===== src/rtl/core_pkg.sv =====
// Shared core definitions: RV32I load/store size codes, the LSU state
// encoding and the size/misalignment helpers used by the LSU.
package core_pkg;

  localparam logic [2:0] F3_B  = 3'b000;
  localparam logic [2:0] F3_H  = 3'b001;
  localparam logic [2:0] F3_W  = 3'b010;
  localparam logic [2:0] F3_BU = 3'b100;
  localparam logic [2:0] F3_HU = 3'b101;

  typedef enum logic [1:0] {
    IDLE = 2'b00,
    REQ  = 2'b01,
    WAIT = 2'b10
  } lsu_state_t;

  typedef enum logic [1:0] {
    SZ_B = 2'b00,
    SZ_H = 2'b01,
    SZ_W = 2'b10
  } lsu_size_t;

  // Undefined funct3 codes fall through to word accesses.
  function automatic lsu_size_t size_of(input logic [2:0] f3);
    lsu_size_t sz;
    case (f3)
      F3_B, F3_BU: sz = SZ_B;
      F3_H, F3_HU: sz = SZ_H;
      default:     sz = SZ_W;
    endcase
    return sz;
  endfunction

  function automatic logic misaligned(input logic [2:0] f3, input logic [1:0] lo);
    logic mis;
    case (size_of(f3))
      SZ_B:    mis = 1'b0;
      SZ_H:    mis = lo[0];
      default: mis = (lo != 2'b00);
    endcase
    return mis;
  endfunction

endpackage


===== src/rtl/lsu_align.sv =====
// Lane alignment for the LSU: store byte enables and data replication,
// load lane extraction with sign/zero extension.
module lsu_align
  import core_pkg::*;
(
  input  logic [2:0]  st_funct3,
  input  logic [1:0]  st_addr_lo,
  input  logic [31:0] st_wdata,
  output logic [3:0]  st_be,
  output logic [31:0] st_wdata_rep,
  input  logic [2:0]  ld_funct3,
  input  logic [1:0]  ld_addr_lo,
  input  logic [31:0] ld_word,
  output logic [31:0] ld_data
);

  logic [7:0]  byte_s;
  logic [15:0] half_s;
  logic        sign_s;

  // Store side: lane enables and replicated write data.
  always_comb begin
    st_be        = 4'b1111;
    st_wdata_rep = st_wdata;
    case (size_of(st_funct3))
      SZ_B: begin
        case (st_addr_lo)
          2'b00:   st_be = 4'b0001;
          2'b01:   st_be = 4'b0010;
          2'b10:   st_be = 4'b0100;
          default: st_be = 4'b1000;
        endcase
        st_wdata_rep = {4{st_wdata[7:0]}};
      end
      SZ_H: begin
        if (st_addr_lo[1]) begin
          st_be = 4'b1100;
        end else begin
          st_be = 4'b0011;
        end
        st_wdata_rep = {2{st_wdata[15:0]}};
      end
      default: begin
        st_be        = 4'b1111;
        st_wdata_rep = st_wdata;
      end
    endcase
  end

  // Load side: pick the addressed lane, then extend (funct3[2] marks unsigned).
  always_comb begin
    byte_s  = 8'h00;
    half_s  = 16'h0000;
    sign_s  = ~ld_funct3[2];
    ld_data = ld_word;
    case (ld_addr_lo)
      2'b00:   byte_s = ld_word[7:0];
      2'b01:   byte_s = ld_word[15:8];
      2'b10:   byte_s = ld_word[23:16];
      default: byte_s = ld_word[31:24];
    endcase
    if (ld_addr_lo[1]) begin
      half_s = ld_word[31:16];
    end else begin
      half_s = ld_word[15:0];
    end
    case (size_of(ld_funct3))
      SZ_B:    ld_data = {{24{sign_s & byte_s[7]}}, byte_s};
      SZ_H:    ld_data = {{16{sign_s & half_s[15]}}, half_s};
      default: ld_data = ld_word;
    endcase
  end

endmodule


===== src/rtl/lsu.sv =====
// RV32I load/store unit: IDLE/REQ/WAIT handshake FSM with registered memory
// interface. Define LSU_MISALIGN_CHECK_EN to trap misaligned accesses locally.
module lsu
  import core_pkg::*;
(
  input  logic        clk_i,
  input  logic        rst_i,
  input  logic        valid_i,
  output logic        ready_o,
  input  logic        load_i,
  input  logic        store_i,
  input  logic [2:0]  funct3_i,
  input  logic [31:0] addr_i,
  input  logic [31:0] wdata_i,
  output logic        done_o,
  output logic [31:0] rdata_o,
  output logic        misaligned_o,
  output logic        mem_req_o,
  output logic        mem_we_o,
  output logic [31:0] mem_addr_o,
  output logic [3:0]  mem_be_o,
  output logic [31:0] mem_wdata_o,
  input  logic        mem_gnt_i,
  input  logic        mem_rvalid_i,
  input  logic [31:0] mem_rdata_i
);

  lsu_state_t  state_r, state_nxt_s;
  logic        accept_s, mis_s, done_nxt_s, mis_nxt_s;
  logic        is_load_r, we_r, done_r, misaligned_r;
  logic [2:0]  funct3_r;
  logic [31:0] addr_r, wdata_r, rdata_r;
  logic [3:0]  be_r;
  logic [3:0]  be_s;
  logic [31:0] wdata_rep_s, rdata_ext_s;

  assign accept_s = valid_i && (state_r == IDLE) && (load_i ^ store_i);

`ifdef LSU_MISALIGN_CHECK_EN
  assign mis_s = misaligned(funct3_i, addr_i[1:0]);
`else
  assign mis_s = 1'b0;
`endif

  lsu_align u_align (
    .st_funct3    (funct3_i),
    .st_addr_lo   (addr_i[1:0]),
    .st_wdata     (wdata_i),
    .st_be        (be_s),
    .st_wdata_rep (wdata_rep_s),
    .ld_funct3    (funct3_r),
    .ld_addr_lo   (addr_r[1:0]),
    .ld_word      (mem_rdata_i),
    .ld_data      (rdata_ext_s)
  );

  // State register.
  always_ff @(posedge clk_i) begin
    if (rst_i) begin
      state_r <= IDLE;
    end else begin
      state_r <= state_nxt_s;
    end
  end

  // Next-state logic.
  always_comb begin
    state_nxt_s = state_r;
    case (state_r)
      IDLE: begin
        if (accept_s && !mis_s) begin
          state_nxt_s = REQ;
        end else begin
          state_nxt_s = IDLE;
        end
      end
      REQ: begin
        if (mem_gnt_i) begin
          state_nxt_s = is_load_r ? WAIT : IDLE;
        end else begin
          state_nxt_s = REQ;
        end
      end
      WAIT: begin
        if (mem_rvalid_i) begin
          state_nxt_s = IDLE;
        end else begin
          state_nxt_s = WAIT;
        end
      end
      default: state_nxt_s = IDLE;
    endcase
  end

  // Completion pulses for the following cycle.
  always_comb begin
    done_nxt_s = 1'b0;
    mis_nxt_s  = 1'b0;
    case (state_r)
      IDLE: begin
        done_nxt_s = accept_s && mis_s;
        mis_nxt_s  = accept_s && mis_s;
      end
      REQ:     done_nxt_s = mem_gnt_i && !is_load_r;
      WAIT:    done_nxt_s = mem_rvalid_i;
      default: done_nxt_s = 1'b0;
    endcase
  end

  // Operation capture, load result and output pulse registers.
  always_ff @(posedge clk_i) begin
    if (rst_i) begin
      is_load_r    <= 1'b0;
      we_r         <= 1'b0;
      funct3_r     <= 3'b000;
      addr_r       <= 32'h0000_0000;
      be_r         <= 4'b0000;
      wdata_r      <= 32'h0000_0000;
      rdata_r      <= 32'h0000_0000;
      done_r       <= 1'b0;
      misaligned_r <= 1'b0;
    end else begin
      if (accept_s) begin
        is_load_r <= load_i;
        we_r      <= store_i;
        funct3_r  <= funct3_i;
        addr_r    <= addr_i;
        be_r      <= be_s;
        wdata_r   <= wdata_rep_s;
      end
      if ((state_r == WAIT) && mem_rvalid_i) begin
        rdata_r <= rdata_ext_s;
      end
      done_r       <= done_nxt_s;
      misaligned_r <= mis_nxt_s;
    end
  end

  assign ready_o      = (state_r == IDLE);
  assign done_o       = done_r;
  assign misaligned_o = misaligned_r;
  assign rdata_o      = rdata_r;
  assign mem_req_o    = (state_r == REQ);
  assign mem_we_o     = we_r;
  assign mem_addr_o   = {addr_r[31:2], 2'b00};
  assign mem_be_o     = be_r;
  assign mem_wdata_o  = wdata_r;

endmodule

===== config.mk =====
export PLATFORM = sky130hd
export DESIGN_NAME = lsu
export DESIGN_NICKNAME = d
export VERILOG_FILES = /design/src/rtl/core_pkg.sv /design/src/rtl/lsu_align.sv /design/src/rtl/lsu.sv
export SDC_FILE = /design/constraint.sdc
export NUM_CORES = 1
export LEC_CHECK = 0
export CORE_MARGIN = 2
export CORE_UTILIZATION = 39
export DETAILED_ROUTE_END_ITERATION = 8
export GPL_TIMING_DRIVEN = 1
export PLACE_DENSITY = 0.78
export SLEW_MARGIN = 20
export SYNTH_ARGS = -nofsm -noshare
export SYNTH_HDL_FRONTEND = slang
export SYNTH_SLANG_ARGS = --single-unit

===== constraint.sdc =====
create_clock -name clk_i -period 1.5 [get_ports clk_i]
set_input_delay 0.15 -clock clk_i [delete_from_list [all_inputs] [get_ports clk_i]]
set_output_delay 0.15 -clock clk_i [all_outputs]
set_load 0.02 [all_outputs]

==> results.md <==
* Unique cell type count in the Yosys netlist at 38
* Via-to-Cell Ratio at ~5.2
* Number of register bits inferred by synthesis at roughly 110
* Final worst setup slack at -0.0735 ns
* Crit Path Class: reg2reg
* Number of nets with antenna violations after detailed routing at 0
* Number of inserted diodes at 0
* Global-route usage over all layers at a little under a quarter
* Cell Count Post-Placement at 956
* Final Routed Wirelength at 17,900 µm
* Total buffers and inverters traversed by the critical path at 3
* Outcome: finished with violations
* Post-route worst hold slack at 0.232 ns
* Highest net fanout along the worst path at 6
* Lkg Pwr at ~3.2 nW
* Failing checks: negative setup slack
* CTS tree: built
* Data arrival time of the critical path at around 1.9 ns
* Clock slew at the register clock pins of the worst setup and hold paths at 0.07 ns
* Total vias in the final route at 5,180
* Initial cell density of the core at between 30% and 40%
* Part of the total power dissipated in the clock network at roughly 32%
* Overall die area at 13,600 µm²
* Final net count at 920
* Layout cells sized above 1 at 18.2%
* Half-perimeter wire length of the detailed placement result at 11,800 µm
* Maximum number of pins on one net before global-route repair at 47
* Slowest cell on crit path: and2b_4
* Clock root buffer: clkbuf_16
* Total power consumption of the routed design at 0.00718 W
* Count of routing violations after the opening detailed-route iteration at 411
* Final worst path period share at 105%
* Worst min-delay path category: in2reg
* Final weighted congestion of routability-driven global placement at 0.909
* Maximum buffer depth of the clock tree at 2
* Switching power at 0.00206 W
* Post-Syn Area at 4930 µm²
* Fin. max-slew vios at 0
* Number of cells produced by synthesis at 613
* Async set-reset flop share out of synthesis at 0%
* Endpoints failing hold at 0
* Inserted Clock Buffers at 9
* Power Internal at 0.00512 W
* Post-Syn Area per Cell at about 8.0 µm²
* Grt total ovfl at 0
* Die Width at between 100 and 150 µm
* Number of placed I/O pins at around 210
* Number of cell rows at 41
* Core Area at between 10,000 and 15,000 µm²
* Port-buffer cells at a little over 200
* Global-route wire length before repair at 24,800 µm
* Leading register cell type out of synthesis: dfxtp_1
* Sequential cell area fraction in the yosys report at between 40% and 50%
* Routed wire length on met2 at about 8700 µm
* CP endpoint kind: flop
* # Max-Cap Violations at 0
* Routed wl met3 at 1290 µm
* Kind of cell adding the most delay to the critical path: simple AND/OR/NAND/NOR gates
* Final setup skew at 0.0134 ns
* Length of the first detailed-routing pass in iterations at 5
* H-tree levels at 3
* Final number of setup-violating endpoints at 39
* Dpl ws at -0.322 ns
* Synth Warn # at 0
* Wire length on met1 at around 7600 µm
* Combinational power share at about a quarter
* Power density over the cells at between 800 and 900 nW/µm²
* Switching share of total power at between 20% and 30%
* Worst IR drop on VDD at 485 µV
* Highest routing layer actually used: met4
* Worst path max stage delay at 0.36 ns
* Kind of start point of the critical path: flop
* Floorplan die height at roughly 120 µm
* Fmax at 636 MHz
* DR DRC count at 0
* Number of buffers inserted for hold repair after clock tree synthesis at 0
* Number of enable flip-flop cells after synthesis at 0
* Clock insertion delay at the later pin of the skew report at 0.35 ns
* Via count of the first global-routing pass at 4,958
* Antenna violations before repair at 0
* RSZ-0062 raised after global routing: yes
* Critical Path RT at 1.78 ns
* Number of standard cells in the final layout excluding fillers at 987
* Clock sinks at around 110
* Wirelength per Cell at ~18 µm
* Area Growth Syn to Fin at 63.8%
* Portion of total power attributed to sequential cells at approximately 43%
* Worst-path cell chain: inv_2 > ha_4 > nand2_2 > and2b_4 > buf_12 > clkbuf_16 > nand2_1 > a21oi_2
* Period minus WS final at roughly 1.6 ns
-- power groups by stage --
stage | Combinational (W) | Sequential (W) | Clock, W
after detailed placement | 0.00147 | 0.00316 | 0
after global placement | 0.00145 | 0.00315 | 0
after floorplan | 0.000649 | 0.00324 | 0
after global routing | 0.00186 | 0.00311 | 0.00248
after CTS | 0.00157 | 0.00309 | 0.00235
final | 0.00176 | 0.00310 | 0.00233
-- stage by stage --
stage	TNS (ns)	utilization [%]	instance area [µm²]
6_report	-0.731	64.8	8080
5_1_grt	-3.50	64.8	8080
4_1_cts	-0.0508	61.1	7620
3_5_place_dp	-18.33	57.7	7190
3_3_place_gp	-12.80	57.7	7190
2_1_floorplan	0	-	4950
-- layer usage --
metal / global-route usage [%] / vias up
met5: 0 / -
met4: 9.52 / 0
met3: 5.24 / 31
met2: 39.1 / 215
met1: 29.8 / 2453
li1: - / 2481
-- state kept, by name (all words and copies together), names as in the netlist --
name,count
mem_wdata_o,32
done_o,1
mem_we_o,1
mem_be_o,4
state_r,2
funct3_r,3
is_load_r,1
addr_r,32
rdata_o,32
-- cell families (layout without fill, tap and decap cells) --
group / after synthesis / count (layout) / synth area share [%]
and+or+nand+nor: 234 / 234 / 19.4
AOI/OAI and AO/OA: 157 / 157 / 21.1
DFF: 108 / 108 / 43.8
buffers and inverters: 90 / 290 / 10.3
muxes: 18 / 18 / 4.16
adders and majority gates: 4 / 4 / 1.02
other: 1 / 3 / 0.0760
xor gates and xnor gates: 1 / 1 / 0.178
-- path summary, 6_finish.rpt --
check	startpoint	endpoint	slack (ns)	cells after the start
min	rst_i	funct3_r[1]$_SDFFE_PP0N_	0.23	2
max	state_r[1]$_SDFF_PP0_	mem_wdata_o[3]$_SDFFE_PP0N_	-0.07	8
min reg2reg	mem_wdata_o[25]$_SDFFE_PP0N_	mem_wdata_o[25]$_SDFFE_PP0N_	0.46	2
max reg2reg	state_r[1]$_SDFF_PP0_	mem_wdata_o[3]$_SDFFE_PP0N_	-0.07	8
-- worst register-to-register path: cells and delay by family (launching register included) --
family | cells | cell delay, ns
AO/OA/AOI/OAI | 1 | 0.14
AND/OR/NAND/NOR | 3 | 0.50
buffers and inverters | 3 | 0.39
flip-flops | 1 | 0.34
adder cells (fa/ha/maj) | 1 | 0.14
-- Yosys cell counts (2+ instances only) --
cell	count	share of area, %
o211ai_1	9	1.4
buf_2	13	1.3
buf_1	2	0.15
nand2_1	139	11
o21ai_1	2	0.20
a31oi_1	3	0.38
a31o_2	6	1.1
inv_1	6	0.46
and2_1	2	0.25
buf_4	39	5.9
a311oi_1	18	3.2
mux2i_1	16	3.2
mux4_2	2	0.91
nor3_1	8	0.81
a211oi_1	33	5.0
o21ai_0	12	1.2
nand3_1	20	2.0
nor2_1	57	4.3
a21oi_1	62	6.3
clkinv_1	3	0.23
a32oi_1	8	1.4
ha_1	4	1.0
clkbuf_1	26	2.0
nand2b_1	2	0.25
dfxtp_1	108	44
-- placed cells by master (no fill, tap or decap), drive strengths merged, types with 2 or more instances in the layout --
cell and instances:
clkinv 5, a31o 6, clkdlybuf4s50 179, nand3 20
a311oi 18, a211oi 33, a31oi 3, nor2b 2
clkbuf 18, nand2b 2, mux2i 16, a21oi 64
a32oi 8, dlymetal6s2s 22, buf 54, nor3 8
nand2 139, conb 3, nor2 57, dlygate4sd2 3
dfxtp 108, and2 2, ha 4, o211ai 9
o21ai 14, inv 8, mux4 2
-- timing repair --
action / CTS / global route
setup endpoints to repair: 42 / 110
pin swaps: 2 / 31
resized for setup: 19 / 93
cloned: 3 / 6
setup buffers: 2 / 5
-- area by class of cell --
type                       instances  area [µm²]
timing repair buffer             265        2830
tap                              172         215
clock buffer                      12         256
sequential                       108        2170
fill                            1047        4390
clock inverter                     4        31.3
multi-input combinational        417        2550
inverter                           9        33.8
(Power assumes the default switching activity.)
